File: src/rtl/i2c_bus_arbiter.sv
// Round-robin arbiter sharing one i2c_master command port between NREQ clients,
// with per-owner response routing and a per-transaction watchdog.
module i2c_bus_arbiter #(
  parameter int NREQ        = 3,
  parameter int TIMEOUT_CYC = 5_000_000
) (
  input  logic                clk,
  input  logic                rst_n,
  input  logic [NREQ-1:0]     req_valid,
  input  logic [2*NREQ-1:0]   req_cmd,
  input  logic [7*NREQ-1:0]   req_slave,
  input  logic [8*NREQ-1:0]   req_reg,
  input  logic [8*NREQ-1:0]   req_wdata,
  input  logic [8*NREQ-1:0]   req_rdnum,
  output logic [NREQ-1:0]     req_ready,
  output logic [NREQ-1:0]     grant,
  output logic [7:0]          rsp_rd_data,
  output logic [NREQ-1:0]     rsp_rd_valid,
  output logic [NREQ-1:0]     rsp_done,
  output logic [NREQ-1:0]     rsp_err,
  output logic                timeout,
  output logic                m_start,
  output logic [1:0]          m_cmd,
  output logic [6:0]          m_slave,
  output logic [7:0]          m_reg,
  output logic [7:0]          m_wdata,
  output logic [7:0]          m_rdnum,
  input  logic [7:0]          m_rd_data,
  input  logic                m_rd_valid,
  input  logic                m_busy,
  input  logic                m_done,
  input  logic                m_ack_err
);

  localparam int IDXW = (NREQ > 1) ? $clog2(NREQ) : 1;
  localparam int WDW  = $clog2(TIMEOUT_CYC + 1);

  typedef enum logic [1:0] {IDLE, WAIT_BUSY, WAIT_DONE, RELEASE} state_t;

  state_t            state_q;
  logic [IDXW-1:0]   last_q;
  logic [WDW-1:0]    wdog_q;
  logic [NREQ-1:0]   req_ready_q, grant_q, rsp_rd_valid_q, rsp_done_q, rsp_err_q;
  logic [7:0]        rsp_rd_data_q;
  logic              timeout_q, m_start_q;
  logic [1:0]        m_cmd_q;
  logic [6:0]        m_slave_q;
  logic [7:0]        m_reg_q, m_wdata_q, m_rdnum_q;

  logic              arb_found_s;
  logic [IDXW-1:0]   arb_idx_s;
  logic [IDXW:0]     cand_s;
  logic [NREQ-1:0]   arb_onehot_s;
  logic [1:0]        sel_cmd_s;
  logic [6:0]        sel_slave_s;
  logic [7:0]        sel_reg_s, sel_wdata_s, sel_rdnum_s;

  // Round-robin search: first valid requester after the last owner, wrapping modulo NREQ.
  always_comb begin
    arb_found_s = 1'b0;
    arb_idx_s   = '0;
    cand_s      = '0;
    for (int k = 1; k <= NREQ; k++) begin
      cand_s = {1'b0, last_q} + (IDXW+1)'(k);
      if (cand_s >= (IDXW+1)'(NREQ)) begin
        cand_s = cand_s - (IDXW+1)'(NREQ);
      end else begin
        cand_s = cand_s;
      end
      if (!arb_found_s && req_valid[cand_s[IDXW-1:0]]) begin
        arb_found_s = 1'b1;
        arb_idx_s   = cand_s[IDXW-1:0];
      end else begin
        arb_found_s = arb_found_s;
      end
    end
  end

  // Command-field mux and one-hot grant for the arbitration winner.
  always_comb begin
    sel_cmd_s    = 2'b00;
    sel_slave_s  = 7'h00;
    sel_reg_s    = 8'h00;
    sel_wdata_s  = 8'h00;
    sel_rdnum_s  = 8'h00;
    arb_onehot_s = '0;
    for (int i = 0; i < NREQ; i++) begin
      if (arb_idx_s == IDXW'(i)) begin
        sel_cmd_s       = req_cmd[2*i +: 2];
        sel_slave_s     = req_slave[7*i +: 7];
        sel_reg_s       = req_reg[8*i +: 8];
        sel_wdata_s     = req_wdata[8*i +: 8];
        sel_rdnum_s     = req_rdnum[8*i +: 8];
        arb_onehot_s[i] = 1'b1;
      end else begin
        arb_onehot_s[i] = 1'b0;
      end
    end
  end

  // Arbiter FSM with registered outputs; response pulses default low each cycle.
  always_ff @(posedge clk or negedge rst_n) begin
    if (!rst_n) begin
      state_q        <= IDLE;
      last_q         <= IDXW'(NREQ-1);
      wdog_q         <= '0;
      req_ready_q    <= '0;
      grant_q        <= '0;
      rsp_rd_valid_q <= '0;
      rsp_done_q     <= '0;
      rsp_err_q      <= '0;
      rsp_rd_data_q  <= 8'h00;
      timeout_q      <= 1'b0;
      m_start_q      <= 1'b0;
      m_cmd_q        <= 2'b00;
      m_slave_q      <= 7'h00;
      m_reg_q        <= 8'h00;
      m_wdata_q      <= 8'h00;
      m_rdnum_q      <= 8'h00;
    end else begin
      req_ready_q    <= '0;
      m_start_q      <= 1'b0;
      rsp_rd_valid_q <= '0;
      rsp_done_q     <= '0;
      rsp_err_q      <= '0;
      case (state_q)
        IDLE: begin
          if (arb_found_s && !m_busy) begin
            m_cmd_q     <= sel_cmd_s;
            m_slave_q   <= sel_slave_s;
            m_reg_q     <= sel_reg_s;
            m_wdata_q   <= sel_wdata_s;
            m_rdnum_q   <= sel_rdnum_s;
            grant_q     <= arb_onehot_s;
            req_ready_q <= arb_onehot_s;
            m_start_q   <= 1'b1;
            last_q      <= arb_idx_s;
            wdog_q      <= '0;
            state_q     <= WAIT_BUSY;
          end
        end
        WAIT_BUSY, WAIT_DONE: begin
          if (m_rd_valid) begin
            rsp_rd_data_q  <= m_rd_data;
            rsp_rd_valid_q <= grant_q;
          end
          // A real completion wins over a watchdog expiry on the same cycle.
          if (m_done || m_ack_err) begin
            rsp_done_q <= grant_q;
            rsp_err_q  <= m_ack_err ? grant_q : '0;
            grant_q    <= '0;
            state_q    <= RELEASE;
          end else if (wdog_q == WDW'(TIMEOUT_CYC-1)) begin
            rsp_done_q <= grant_q;
            rsp_err_q  <= grant_q;
            timeout_q  <= 1'b1;
            grant_q    <= '0;
            state_q    <= RELEASE;
          end else begin
            wdog_q <= wdog_q + WDW'(1);
            if (state_q == WAIT_BUSY && m_busy) begin
              state_q <= WAIT_DONE;
            end
          end
        end
        RELEASE: begin
          if (!m_busy) begin
            state_q <= IDLE;
          end
        end
        default: begin
          state_q <= IDLE;
        end
      endcase
    end
  end

  assign req_ready    = req_ready_q;
  assign grant        = grant_q;
  assign rsp_rd_data  = rsp_rd_data_q;
  assign rsp_rd_valid = rsp_rd_valid_q;
  assign rsp_done     = rsp_done_q;
  assign rsp_err      = rsp_err_q;
  assign timeout      = timeout_q;
  assign m_start      = m_start_q;
  assign m_cmd        = m_cmd_q;
  assign m_slave      = m_slave_q;
  assign m_reg        = m_reg_q;
  assign m_wdata      = m_wdata_q;
  assign m_rdnum      = m_rdnum_q;

endmodule

File: config.mk
export PLATFORM = sky130hd
export DESIGN_NAME = i2c_bus_arbiter
export DESIGN_NICKNAME = d
export VERILOG_FILES = /design/src/rtl/i2c_bus_arbiter.sv
export SDC_FILE = /design/constraint.sdc
export NUM_CORES = 1
export LEC_CHECK = 0
export CAP_MARGIN = 20
export CORE_AREA = 2 2 117 108
export DETAILED_ROUTE_END_ITERATION = 10
export DIE_AREA = 0 0 119 110
export HOLD_SLACK_MARGIN = 0.06
export PLACE_DENSITY = 0.79
export SETUP_SLACK_MARGIN = 0.15
export SLEW_MARGIN = 5
export SYNTH_ARGS = -nofsm -noshare
export SYNTH_HDL_FRONTEND = slang
export SYNTH_SLANG_ARGS = --single-unit
File: constraint.sdc
create_clock -name clk -period 2.9 [get_ports clk]
set_input_delay 0.58 -clock clk [delete_from_list [all_inputs] [get_ports clk]]
set_output_delay 0.58 -clock clk [all_outputs]
set_load 0.05 [all_outputs]
==> results_dict.tcl <==
set metrics [dict create \
    status "finished, final reports clean" \
    placed_area_um2 6580 \
    hold_path.class "input pin to asynchronous set/reset pin" \
    cts_buffer_depth 2 \
    cp-start-kind "register" \
    cp_slowest_stage_delay_ns 0.53 \
    clkSinkCount 85 \
    critPathCaptureType "register" \
    synth-seq-area-share 0.455 \
    htreeDepth 3 \
    chipWidth_um 119 \
    drtIter0Drc 403 \
    final_layout_size_suffix_gt1_frac 0.142 \
    vias_per_cell 5.31 \
    clock_skew_ns 0.00878 \
    synthArstFlopShare 1.00 \
    grtUsageMet3 0.0432 \
    met1_usage 0.253 \
    post-route-period-util 0.937 \
    num_antenna_cells 0 \
    grt_pass1_vias 3954 \
    gp_congestion 0.825 \
    rsz0062_at_grt "false" \
    vias 4171 \
    cpMaxStageDelayCell "o21ai_2" \
    layout_common_cells "172 x clkdlybuf4s50_1, 83 x dfrtp_1, 53 x nand2_1" \
    path_cells "inv_1, ha_1, nand2_1, a221oi_2, a31o_4, inv_8, o21ai_2, o31ai_1, a21oi_1" \
    multiInputGateArea_um2 2390 \
    max_freq_mhz 368 \
    avgRoutedWirePerCell_um 17.7 \
    ctsHoldBuffers 0 \
    ir_worst_vdd_mv 0.533 \
    die_area_um2 13100 \
    fp.dieH_um 110 \
    drv_slew 0 \
    io_buffers 173 \
    arrival_ns 2.98 \
    n_fill_cell 962 \
    rows 38 \
    grt_max_degree 66 \
    cts_root_buffer "clkbuf_16" \
    max_slew_margin 0.572 \
    areaGrowthSynthToFinish_pct 49.2 \
    layout_min_cycle_time_ns 2.72 \
    yosys_warnings 0 \
    grt.busiest_layer "met2" \
    postSynthCellCount 444 \
    numCtsBuffers 9 \
    crit_type "register to register" \
    ys_types 55 \
    track_usage 0.199 \
    grt_pass1_wl_um 20600 \
    tightest_slew_ns 0.641 \
    dp.cells 765 \
    drc_errors 0 \
    synth_flop_cell "dfrtp_1" \
    p_leak_uw 0.00305 \
    clkTransAtPathRegs_ns 0.07 \
    grt_overflow 0 \
    layout_commonest_cell "clkdlybuf4s50_1" \
    synth-seq-cells 85 \
    synth_edf_count 0 \
    tritoncts "yes" \
    routed_wl_um 13900 \
    finalHoldViolCount 0 \
    critical_path_required_ns 3.17 \
    syn_area_per_cell_um2 10.5 \
    syn-cell-area_um2 4670 \
    worstSkewPairLatency_ns 0.35 \
    core_um2 11800 \
    start_util 0.395 \
    ant_nets 0 \
    finalSetupViolCount 0 \
    dp_hpwl_um 10300 \
    antenna_found_initial 0 \
    regMostFlops "wdog_q" \
    seq_area_um2 2130 \
    hold_slack_ns 0.181 \
    largest_register_ff_count 23 \
    met2_usage 0.343 \
    final_cells 786 \
    finalInstanceArea_um2 6970 \
    fin_tns_setup_ns 0 \
    dr.pass1.iters 5 \
    cap_violations 0 \
    synth_nets 568 \
    critPathMaxFanout 14 \
    nets 745 \
    io_pins 174 \
    power_density_nw_per_um2 971 \
]
-- Yosys cell counts, types with 3 or more instances --
| library cell | instances | share of area |
|---|---|---|
| and3_1 | 6 | 0.0080 |
| o21ai_0 | 33 | 0.035 |
| buf_2 | 10 | 0.011 |
| nor2_1 | 12 | 0.0096 |
| or4_1 | 6 | 0.0096 |
| mux2_4 | 21 | 0.067 |
| clkbuf_1 | 5 | 0.0040 |
| nand3_1 | 18 | 0.019 |
| buf_6 | 5 | 0.012 |
| a21oi_2 | 6 | 0.011 |
| nand2b_1 | 6 | 0.0080 |
| mux2_2 | 13 | 0.031 |
| dfrtp_1 | 84 | 0.45 |
| or3_1 | 12 | 0.016 |
| o211ai_1 | 10 | 0.016 |
| mux2i_1 | 34 | 0.073 |
| nor2b_1 | 3 | 0.0040 |
| ha_1 | 8 | 0.021 |
| and2_1 | 8 | 0.011 |
| a21oi_1 | 14 | 0.015 |
| and4_1 | 3 | 0.0056 |
| nand2_1 | 53 | 0.043 |
| nand4_1 | 9 | 0.012 |
| o21ai_1 | 12 | 0.013 |
| inv_1 | 10 | 0.0080 |
| o31ai_1 | 3 | 0.0048 |
-- critical path: cells and delay by family, from the launching register on --
family | cells | cell delay, ns
AOI/OAI and AO/OA | 5 | 1.51
adders and majority gates | 1 | 0.32
buffers and inverters | 2 | 0.22
DFF | 1 | 0.44
and+or+nand+nor | 1 | 0.14
-- area by class of cell --
cell class                 instances  area share
timing repair buffer             188       0.271
clock buffer                      10      0.0343
tap                              160      0.0287
clock inverter                     6      0.0100
inverter                          11     0.00700
multi-input combinational        326       0.343
sequential                        85       0.305
-- through the flow --
stage                     worst slack (ns)  utilization  power (uW)
after floorplan                      0.475            -        4310
after global placement               0.145        0.556        5360
after detailed placement            0.0460        0.556        5470
after CTS                            0.110        0.582        6680
after global routing                 0.105        0.589        7090
final                                0.182        0.589        6770
-- timing repair --
| action | in CTS | in global routing |
|---|---|---|
| gates cloned | 0 | 1 |
| endpoints found under the setup margin | 8 | 43 |
| buffers inserted | 0 | 4 |
| pin swaps | 1 | 3 |
| resized for setup | 2 | 8 |
-- where the power goes --
part           internal, uW  switching, uW
clock network           698            491
logic                  1480           2350
registers              1530            218
-- cells by family (layout without fill, tap and decap cells) --
group / after synthesis / in the layout / synth area share
AO/OA/AOI/OAI: 99 / 100 / 0.139
XOR/XNOR: 2 / 2 / 0.00375
adder cells (fa/ha/maj): 8 / 8 / 0.0214
buffers and inverters: 34 / 215 / 0.0426
flip-flops: 85 / 85 / 0.455
multiplexers: 70 / 70 / 0.176
AND/OR/NAND/NOR: 146 / 146 / 0.162
-- layer usage --
| layer | vias to the layer above | routed length [um] |
|---|---|---|
| met4 | 0 | 218 |
| met1 | 2005 | 5700 |
| met3 | 23 | 882 |
| met2 | 177 | 7090 |
| met5 | - | 0 |
| li1 | 1966 | - |
-- final timing paths --
| check | from | end | slack, ns | cells after the start |
|---|---|---|---|---|
| worst max-delay path | last_q[0] | wdog_q[14] | 0.18 | 9 |
| worst min-delay path | rst_n | wdog_q[9] | 0.18 | 1 |
| worst max register to register | last_q[0] | wdog_q[14] | 0.18 | 9 |
| worst min register to register | m_rdnum[5] | m_rdnum[5] | 0.48 | 2 |
| max in group asynchronous | rst_n | last_q[1] | 2.04 | 2 |
| min in group clk | m_rdnum[5] | m_rdnum[5] | 0.48 | 2 |
Note: power is estimated with default switching activity, not from simulation.
